## config.mk

```make
export PLATFORM = sky130hd
export DESIGN_NAME = pc_sequencer_flat
export DESIGN_NICKNAME = d
export VERILOG_FILES = /design/src/rtl/pc_sequencer_if.sv /design/src/rtl/pc_sequencer.sv /design/src/flat_wrapper.sv
export SDC_FILE = /design/constraint.sdc
export NUM_CORES = 1
export LEC_CHECK = 0
export ABC_AREA = 1
export CORE_MARGIN = 1.5
export CORE_UTILIZATION = 40
export DETAILED_ROUTE_END_ITERATION = 6
export GPL_ROUTABILITY_DRIVEN = 0
export GPL_TIMING_DRIVEN = 1
export PLACE_DENSITY = 0.8
export RECOVER_POWER = 50
export SLEW_MARGIN = 0
export SYNTH_ARGS = -nofsm -noshare
export SYNTH_HDL_FRONTEND = slang
export SYNTH_SLANG_ARGS = --single-unit
```

## constraint.sdc

```tcl
create_clock -name clk -period 1.7 [get_ports clk]
set_input_delay 0.34 -clock clk [delete_from_list [all_inputs] [get_ports clk]]
set_output_delay 0.34 -clock clk [all_outputs]
set_load 0.02 [all_outputs]
```

## src/rtl/pc_sequencer_if.sv

```systemverilog
// PC-update request and exception bundle between the control path and the PC sequencer.
interface pc_sequencer_if;
    logic        req_valid;
    logic [2:0]  req_kind;
    logic        branch_taken;
    logic        exc_opcode;
    logic        exc_ovf;
    logic        exc_div0;
    logic        req_ready;
    logic [2:0]  pcsource;
    logic        pc_write;
    logic        epc_write;
    logic        mem_read;
    logic [31:0] vec_addr;
    logic [1:0]  exc_cause;
    logic        busy;

    modport master (
        output req_valid, req_kind, branch_taken, exc_opcode, exc_ovf, exc_div0,
        input  req_ready, pcsource, pc_write, epc_write, mem_read, vec_addr, exc_cause, busy
    );

    modport slave (
        input  req_valid, req_kind, branch_taken, exc_opcode, exc_ovf, exc_div0,
        output req_ready, pcsource, pc_write, epc_write, mem_read, vec_addr, exc_cause, busy
    );
endinterface

```

## src/rtl/pc_sequencer.sv

```systemverilog
// PC sequencer: steers PC source/load for normal flow and runs the exception
// vector fetch (save EPC, read vector, wait for memory, load PC).
module pc_sequencer #(
    parameter int          WAIT_CYCLES = 2,
    parameter logic [31:0] VEC_OPCODE  = 32'd253,
    parameter logic [31:0] VEC_OVF     = 32'd254,
    parameter logic [31:0] VEC_DIV0    = 32'd255
) (
    input  logic              clk,
    input  logic              rst_n,
    pc_sequencer_if.slave     bus
);
    typedef enum logic [2:0] {
        IDLE, ISSUE, EXC_SAVE, EXC_READ, EXC_WAIT, EXC_LOAD
    } state_t;

    state_t      state_reg;
    logic [2:0]  pend_reg;      // bit0 opcode, bit1 overflow, bit2 div0
    logic [2:0]  kind_reg;
    logic        taken_reg;
    logic [2:0]  cnt_reg;
    logic [1:0]  cause_reg;

    logic [2:0]  exc_in;
    logic [2:0]  pend_all;
    logic [2:0]  sel_mask;
    logic [1:0]  sel_cause;
    logic [31:0] vec_sel;

    assign exc_in   = {bus.exc_div0, bus.exc_ovf, bus.exc_opcode};
    assign pend_all = pend_reg | exc_in;

    always_comb begin
        sel_mask  = 3'b000;
        sel_cause = 2'b00;
        if (pend_all[0]) begin
            sel_mask  = 3'b001;
            sel_cause = 2'b01;
        end else if (pend_all[1]) begin
            sel_mask  = 3'b010;
            sel_cause = 2'b10;
        end else if (pend_all[2]) begin
            sel_mask  = 3'b100;
            sel_cause = 2'b11;
        end
    end

    always_ff @(posedge clk or negedge rst_n) begin
        if (!rst_n) begin
            state_reg <= IDLE;
            pend_reg  <= 3'b000;
            kind_reg  <= 3'b000;
            taken_reg <= 1'b0;
            cnt_reg   <= 3'd0;
            cause_reg <= 2'b00;
        end else begin
            case (state_reg)
                IDLE: begin
                    // Exceptions win over a simultaneous request, which stays unaccepted.
                    if (|pend_all) begin
                        cause_reg <= sel_cause;
                        pend_reg  <= pend_all & ~sel_mask;
                        state_reg <= EXC_SAVE;
                    end else if (bus.req_valid) begin
                        kind_reg  <= bus.req_kind;
                        taken_reg <= bus.branch_taken;
                        state_reg <= ISSUE;
                    end
                end
                ISSUE: begin
                    pend_reg  <= pend_all;
                    state_reg <= IDLE;
                end
                EXC_SAVE: state_reg <= EXC_READ;
                EXC_READ: begin
                    cnt_reg   <= 3'd0;
                    state_reg <= EXC_WAIT;
                end
                EXC_WAIT: begin
                    if (cnt_reg == 3'(WAIT_CYCLES - 1)) begin
                        state_reg <= EXC_LOAD;
                    end else begin
                        cnt_reg <= cnt_reg + 3'd1;
                    end
                end
                EXC_LOAD: state_reg <= IDLE;
                default:  state_reg <= IDLE;
            endcase
        end
    end

    always_comb begin
        case (cause_reg)
            2'b01:   vec_sel = VEC_OPCODE;
            2'b10:   vec_sel = VEC_OVF;
            2'b11:   vec_sel = VEC_DIV0;
            default: vec_sel = 32'd0;
        endcase
    end

    logic [2:0]  pcsource_d;
    logic        pc_write_d;
    logic        epc_write_d;
    logic        mem_read_d;
    logic [31:0] vec_addr_d;

    always_comb begin
        pcsource_d  = 3'b000;
        pc_write_d  = 1'b0;
        epc_write_d = 1'b0;
        mem_read_d  = 1'b0;
        vec_addr_d  = 32'd0;
        case (state_reg)
            ISSUE: begin
                case (kind_reg)
                    3'b000: begin pcsource_d = 3'b000; pc_write_d = 1'b1;      end
                    3'b001: begin pcsource_d = 3'b001; pc_write_d = 1'b1;      end
                    3'b010: begin pcsource_d = 3'b011; pc_write_d = taken_reg; end
                    3'b011: begin pcsource_d = 3'b000; pc_write_d = 1'b1;      end
                    3'b100: begin pcsource_d = 3'b100; pc_write_d = 1'b1;      end
                    default: begin pcsource_d = 3'b000; pc_write_d = 1'b0;     end
                endcase
            end
            EXC_SAVE: epc_write_d = 1'b1;
            EXC_READ: begin
                mem_read_d = 1'b1;
                vec_addr_d = vec_sel;
            end
            EXC_WAIT: vec_addr_d = vec_sel;
            EXC_LOAD: begin
                pcsource_d = 3'b010;
                pc_write_d = 1'b1;
                vec_addr_d = vec_sel;
            end
            default: ;
        endcase
    end

    assign bus.pcsource  = pcsource_d;
    assign bus.pc_write  = pc_write_d;
    assign bus.epc_write = epc_write_d;
    assign bus.mem_read  = mem_read_d;
    assign bus.vec_addr  = vec_addr_d;
    assign bus.exc_cause = cause_reg;
    assign bus.busy      = (state_reg != IDLE);
    assign bus.req_ready = (state_reg == IDLE) && !(|pend_all);
endmodule

```

## src/flat_wrapper.sv

```systemverilog
// flat-port wrapper written by rule: the top's interface ports become plain ports
module pc_sequencer_flat 
#(
    parameter int          WAIT_CYCLES = 2,
    parameter logic [31:0] VEC_OPCODE  = 32'd253,
    parameter logic [31:0] VEC_OVF     = 32'd254,
    parameter logic [31:0] VEC_DIV0    = 32'd255
)
  (clk, rst_n, bus_req_valid, bus_req_kind, bus_branch_taken, bus_exc_opcode, bus_exc_ovf, bus_exc_div0, bus_req_ready, bus_pcsource, bus_pc_write, bus_epc_write, bus_mem_read, bus_vec_addr, bus_exc_cause, bus_busy);
  pc_sequencer_if bus_i ();
  input  logic clk;
  input  logic rst_n;
  input wire logic [$bits(bus_i.req_valid)-1:0] bus_req_valid;
  input wire logic [$bits(bus_i.req_kind)-1:0] bus_req_kind;
  input wire logic [$bits(bus_i.branch_taken)-1:0] bus_branch_taken;
  input wire logic [$bits(bus_i.exc_opcode)-1:0] bus_exc_opcode;
  input wire logic [$bits(bus_i.exc_ovf)-1:0] bus_exc_ovf;
  input wire logic [$bits(bus_i.exc_div0)-1:0] bus_exc_div0;
  output wire logic [$bits(bus_i.req_ready)-1:0] bus_req_ready;
  output wire logic [$bits(bus_i.pcsource)-1:0] bus_pcsource;
  output wire logic [$bits(bus_i.pc_write)-1:0] bus_pc_write;
  output wire logic [$bits(bus_i.epc_write)-1:0] bus_epc_write;
  output wire logic [$bits(bus_i.mem_read)-1:0] bus_mem_read;
  output wire logic [$bits(bus_i.vec_addr)-1:0] bus_vec_addr;
  output wire logic [$bits(bus_i.exc_cause)-1:0] bus_exc_cause;
  output wire logic [$bits(bus_i.busy)-1:0] bus_busy;
  assign bus_i.req_valid = bus_req_valid;
  assign bus_i.req_kind = bus_req_kind;
  assign bus_i.branch_taken = bus_branch_taken;
  assign bus_i.exc_opcode = bus_exc_opcode;
  assign bus_i.exc_ovf = bus_exc_ovf;
  assign bus_i.exc_div0 = bus_exc_div0;
  assign bus_req_ready = bus_i.req_ready;
  assign bus_pcsource = bus_i.pcsource;
  assign bus_pc_write = bus_i.pc_write;
  assign bus_epc_write = bus_i.epc_write;
  assign bus_mem_read = bus_i.mem_read;
  assign bus_vec_addr = bus_i.vec_addr;
  assign bus_exc_cause = bus_i.exc_cause;
  assign bus_busy = bus_i.busy;
  pc_sequencer #(.WAIT_CYCLES(WAIT_CYCLES), .VEC_OPCODE(VEC_OPCODE), .VEC_OVF(VEC_OVF), .VEC_DIV0(VEC_DIV0)) u_core (.clk(clk), .rst_n(rst_n), .bus(bus_i));
endmodule
```

==> run summary <==
The flow ran to the end, but the final reports show violations. The checks that failed: setup timing. The vertical die dimension came out at 54.2 um.

Once the floorplan was initialized, standard cells occupied 42.3% of the core. The critical path is of the register to output pin type. The nature of the critical path startpoint is a register. Setup repair after global routing could not meet its margin everywhere. Traced cell by cell, the critical path runs through buf_6 > nand3_4 > nand3_4 > o21ai_2 > inv_2 > buf_6 > buf_6. TritonCTS built the clock tree. For this run, the register share of the synthesized area comes to 35.8%. Among all stages on the critical path, the largest delay is contributed by sky130_fd_sc_hd__dfrtp_2.

The total buffers and inverters traversed by the critical path was 4. The first global-routing pass estimated 3450 um of wire. The run gives 2 as the maximum number of buffers from clock root to sink. For this run the aggregate overflow at the end of global routing stands at 0. Counting stages on the worst path, the most repeated cell is sky130_fd_sc_hd__buf_6. Hold repair after CTS inserted 0 buffers. Hold is met by 0.489 ns.

Initial antenna violation count: 0. Counting cells, the worst reg-to-reg path comes to 9. The library cells used most frequently in the layout, excluding fill and tap cells, are sky130_fd_sc_hd__nand2_1, sky130_fd_sc_hd__conb_1, sky130_fd_sc_hd__buf_4.

For the cell area after technology mapping, the log shows 1050 um2. The number of global-route vias before repair is 857, and the normalized max-slew margin is 45.7%. The tools report the remaining antenna violation count as 0. Across the routed clock network, the largest skew measured is 0.00677 ns. The maximum cell stage delay along the critical path was 0.45 ns.

Number of register bits inferred by synthesis: 15. Dividing the detail-routed via count by the number of cells gives 4.53. After layout, the worst path uses 103% of the clock period. The net count of the finished layout was 194; the upper clock frequency limit was 569 MHz. 52 I/O pins were placed.

The tools report the total number of vias as 955. The total power density per cell area was 1760 nW/um2; the total number of clock tree sinks was 15. The area added between synthesis and finish was 39.1%.

The insertion delay to the later sink of the worst-skew pair was 0.29 ns. The worst hold path passes through 2 cells. Yosys mapped the design onto 23 distinct sky130hd cell types. In this design, the largest share of critical-path delay is due to flip-flops. The run gives 0 as the count of final hold-check violations.

The die covers 2940 um2. 0 antenna diodes ended up in the layout. In the routed design, unresolved DRC markers number 0. For the number of H-tree levels, the log shows 1. In the final layout, the share of cells above drive strength 1 is 35.4%. For the pin with the worst max-slew slack, the measured transition is 0.815 ns. Before antenna repair, the detailed router went through 4 iterations.

In the global route stage, overall resource usage came out at 16.1%. The worst ir drop on vdd came out at 1.06 mV. The critical path crosses 7 cells after its start point.

Shortest clock period the worst path allows after layout: 1.76 ns. The worst-case setup margin in the final layout was -0.0560 ns; the overall routed net length was 2260 um. Cells fill 58.9% of the core in the end.

The horizontal die dimension works out to 54.2 um. For the total of fill cells in the finished design, the log shows 239. The tree is rooted in a sky130_fd_sc_hd__clkbuf_4. The number of slew-limit violations in the final report is 0, and the critical path required time is 1.36 ns. After legalization and detailed placement, the total HPWL measured 1700 um.

Leaving out fill and tap cells, the most frequent cell in the layout is sky130_fd_sc_hd__nand2_1. The worst hold path belongs to the class register to register. Setup violations remaining at the end of the flow were counted as 4. The peak fanout along the critical path is 6. In this run the mean area of a mapped cell was 7.60 um2. The floorplan core area was 2480 um2. The number of clock buffers added by TritonCTS is 3. In this run the core area contains 18 standard-cell rows. For this design the static power due to leakage is 0.000808 uW. The run gives 25 as the number of DRC markers after the initial detailed-route iteration. For this run, the number of Yosys warnings is 0. STA puts the critical path data arrival time at 1.42 ns. Max-cap violations in this run came to 0. The number of buffers added on ports came out at 27. Entering global routing, the biggest net connects 16 pins.

STA classifies the critical path endpoint as an output pin. The worst setup timing slack at the placement stage came out at -0.479 ns. The routed length per instance is 10.7 um. The clock slew seen by the registers of the worst setup and hold paths was 0.10 ns; the synthesized instance count was 138.
[where the power goes]
part | total [uW] | switching [uW] | internal [uW] | leakage [uW]
Clock | 215 | 127 | 87.7 | 0.0000177
Combinational | 1720 | 976 | 743 | 0.000598
Sequential | 635 | 129 | 506 | 0.000192
[routing by layer]
metal	wire (um)	global-route usage, %
met5	0	0
met2	1180	27.1
met4	27	8.33
met1	878	19.7
met3	175	2.50
[logic make-up after synthesis]
family / after synthesis / share of synthesized area [%]
simple gates: 60 / 26.7
flops: 15 / 35.8
fa+ha+maj: 2 / 2.39
other cells: 1 / 0.358
buf+inv: 45 / 26.5
xor+xnor: 1 / 0.835
compound gates: 14 / 7.40
[cells in the mapped netlist]
library cell               count  share of area [%]
sky130_fd_sc_hd__nand2_1      31                 11
sky130_fd_sc_hd__buf_4        29                 21
sky130_fd_sc_hd__dfrtp_1      15                 36
sky130_fd_sc_hd__inv_1        15                5.4
sky130_fd_sc_hd__nand3_1      14                6.7
sky130_fd_sc_hd__o21ai_0       6                2.9
sky130_fd_sc_hd__nor2_1        5                1.8
sky130_fd_sc_hd__a21oi_1       4                1.9
sky130_fd_sc_hd__nor2_2        3                1.8
sky130_fd_sc_hd__ha_1          2                2.4
sky130_fd_sc_hd__nand2_2       2                1.2
sky130_fd_sc_hd__a211oi_1      1               0.72
sky130_fd_sc_hd__a31oi_1       1               0.60
sky130_fd_sc_hd__conb_1        1               0.36
sky130_fd_sc_hd__inv_2         1               0.36
sky130_fd_sc_hd__nand2_4       1                1.1
sky130_fd_sc_hd__nand3_2       1               0.95
sky130_fd_sc_hd__nor2_4        1                1.1
sky130_fd_sc_hd__nor3_1        1               0.48
sky130_fd_sc_hd__o22ai_1       1               0.60
sky130_fd_sc_hd__o31ai_1       1               0.72
sky130_fd_sc_hd__or2_2         1               0.60
sky130_fd_sc_hd__xnor2_1       1               0.84
[worst min-delay path: stages, from the launching register on]
cell and delay, ns:
sky130_fd_sc_hd__dfrtp_1 0.35, sky130_fd_sc_hd__nand2_1 0.06, sky130_fd_sc_hd__nand2_1 0.05
[final cells by class]
class,instances,area [um2],share of cell area [%]
multi-input combinational,101,564,38.7
tap,30,37.5,2.57
sequential,15,377,25.8
clock inverter,1,5.00,0.343
clock buffer,3,22.5,1.54
timing repair buffer,45,393,26.9
inverter,16,60.1,4.12
[stage by stage]
stage | power [uW] | std cells | setup TNS, ns | instance area, um2
after detailed placement | 2110 | 204 | -2.94 | 1340
after CTS | 2440 | 211 | -0.233 | 1400
after floorplan | 1550 | 161 | 0 | 1130
after global routing | 2770 | 211 | -1.06 | 1460
final | 2570 | 211 | -0.0928 | 1460
after global placement | 2060 | 204 | -2.44 | 1340
[final timing paths]
path                                          start                   to  slack (ns)
worst max-delay path            u_core.state_reg[1]      bus_vec_addr[5]       -0.06
worst min-delay path             u_core.kind_reg[2]   u_core.kind_reg[2]        0.49
worst max register to register  u_core.state_reg[0]   u_core.pend_reg[1]        0.33
worst min register to register   u_core.kind_reg[2]   u_core.kind_reg[2]        0.49
max in group asynchronous                     rst_n  u_core.state_reg[1]        0.51
min in group asynchronous                     rst_n   u_core.kind_reg[1]        0.64
[repair_timing]
item,4_1_cts,5_1_grt
setup buffers,4,0
endpoints found under the setup margin,16,17
pin swaps,4,4
gates resized for setup,96,20
Power figures use the tool's default switching activity.
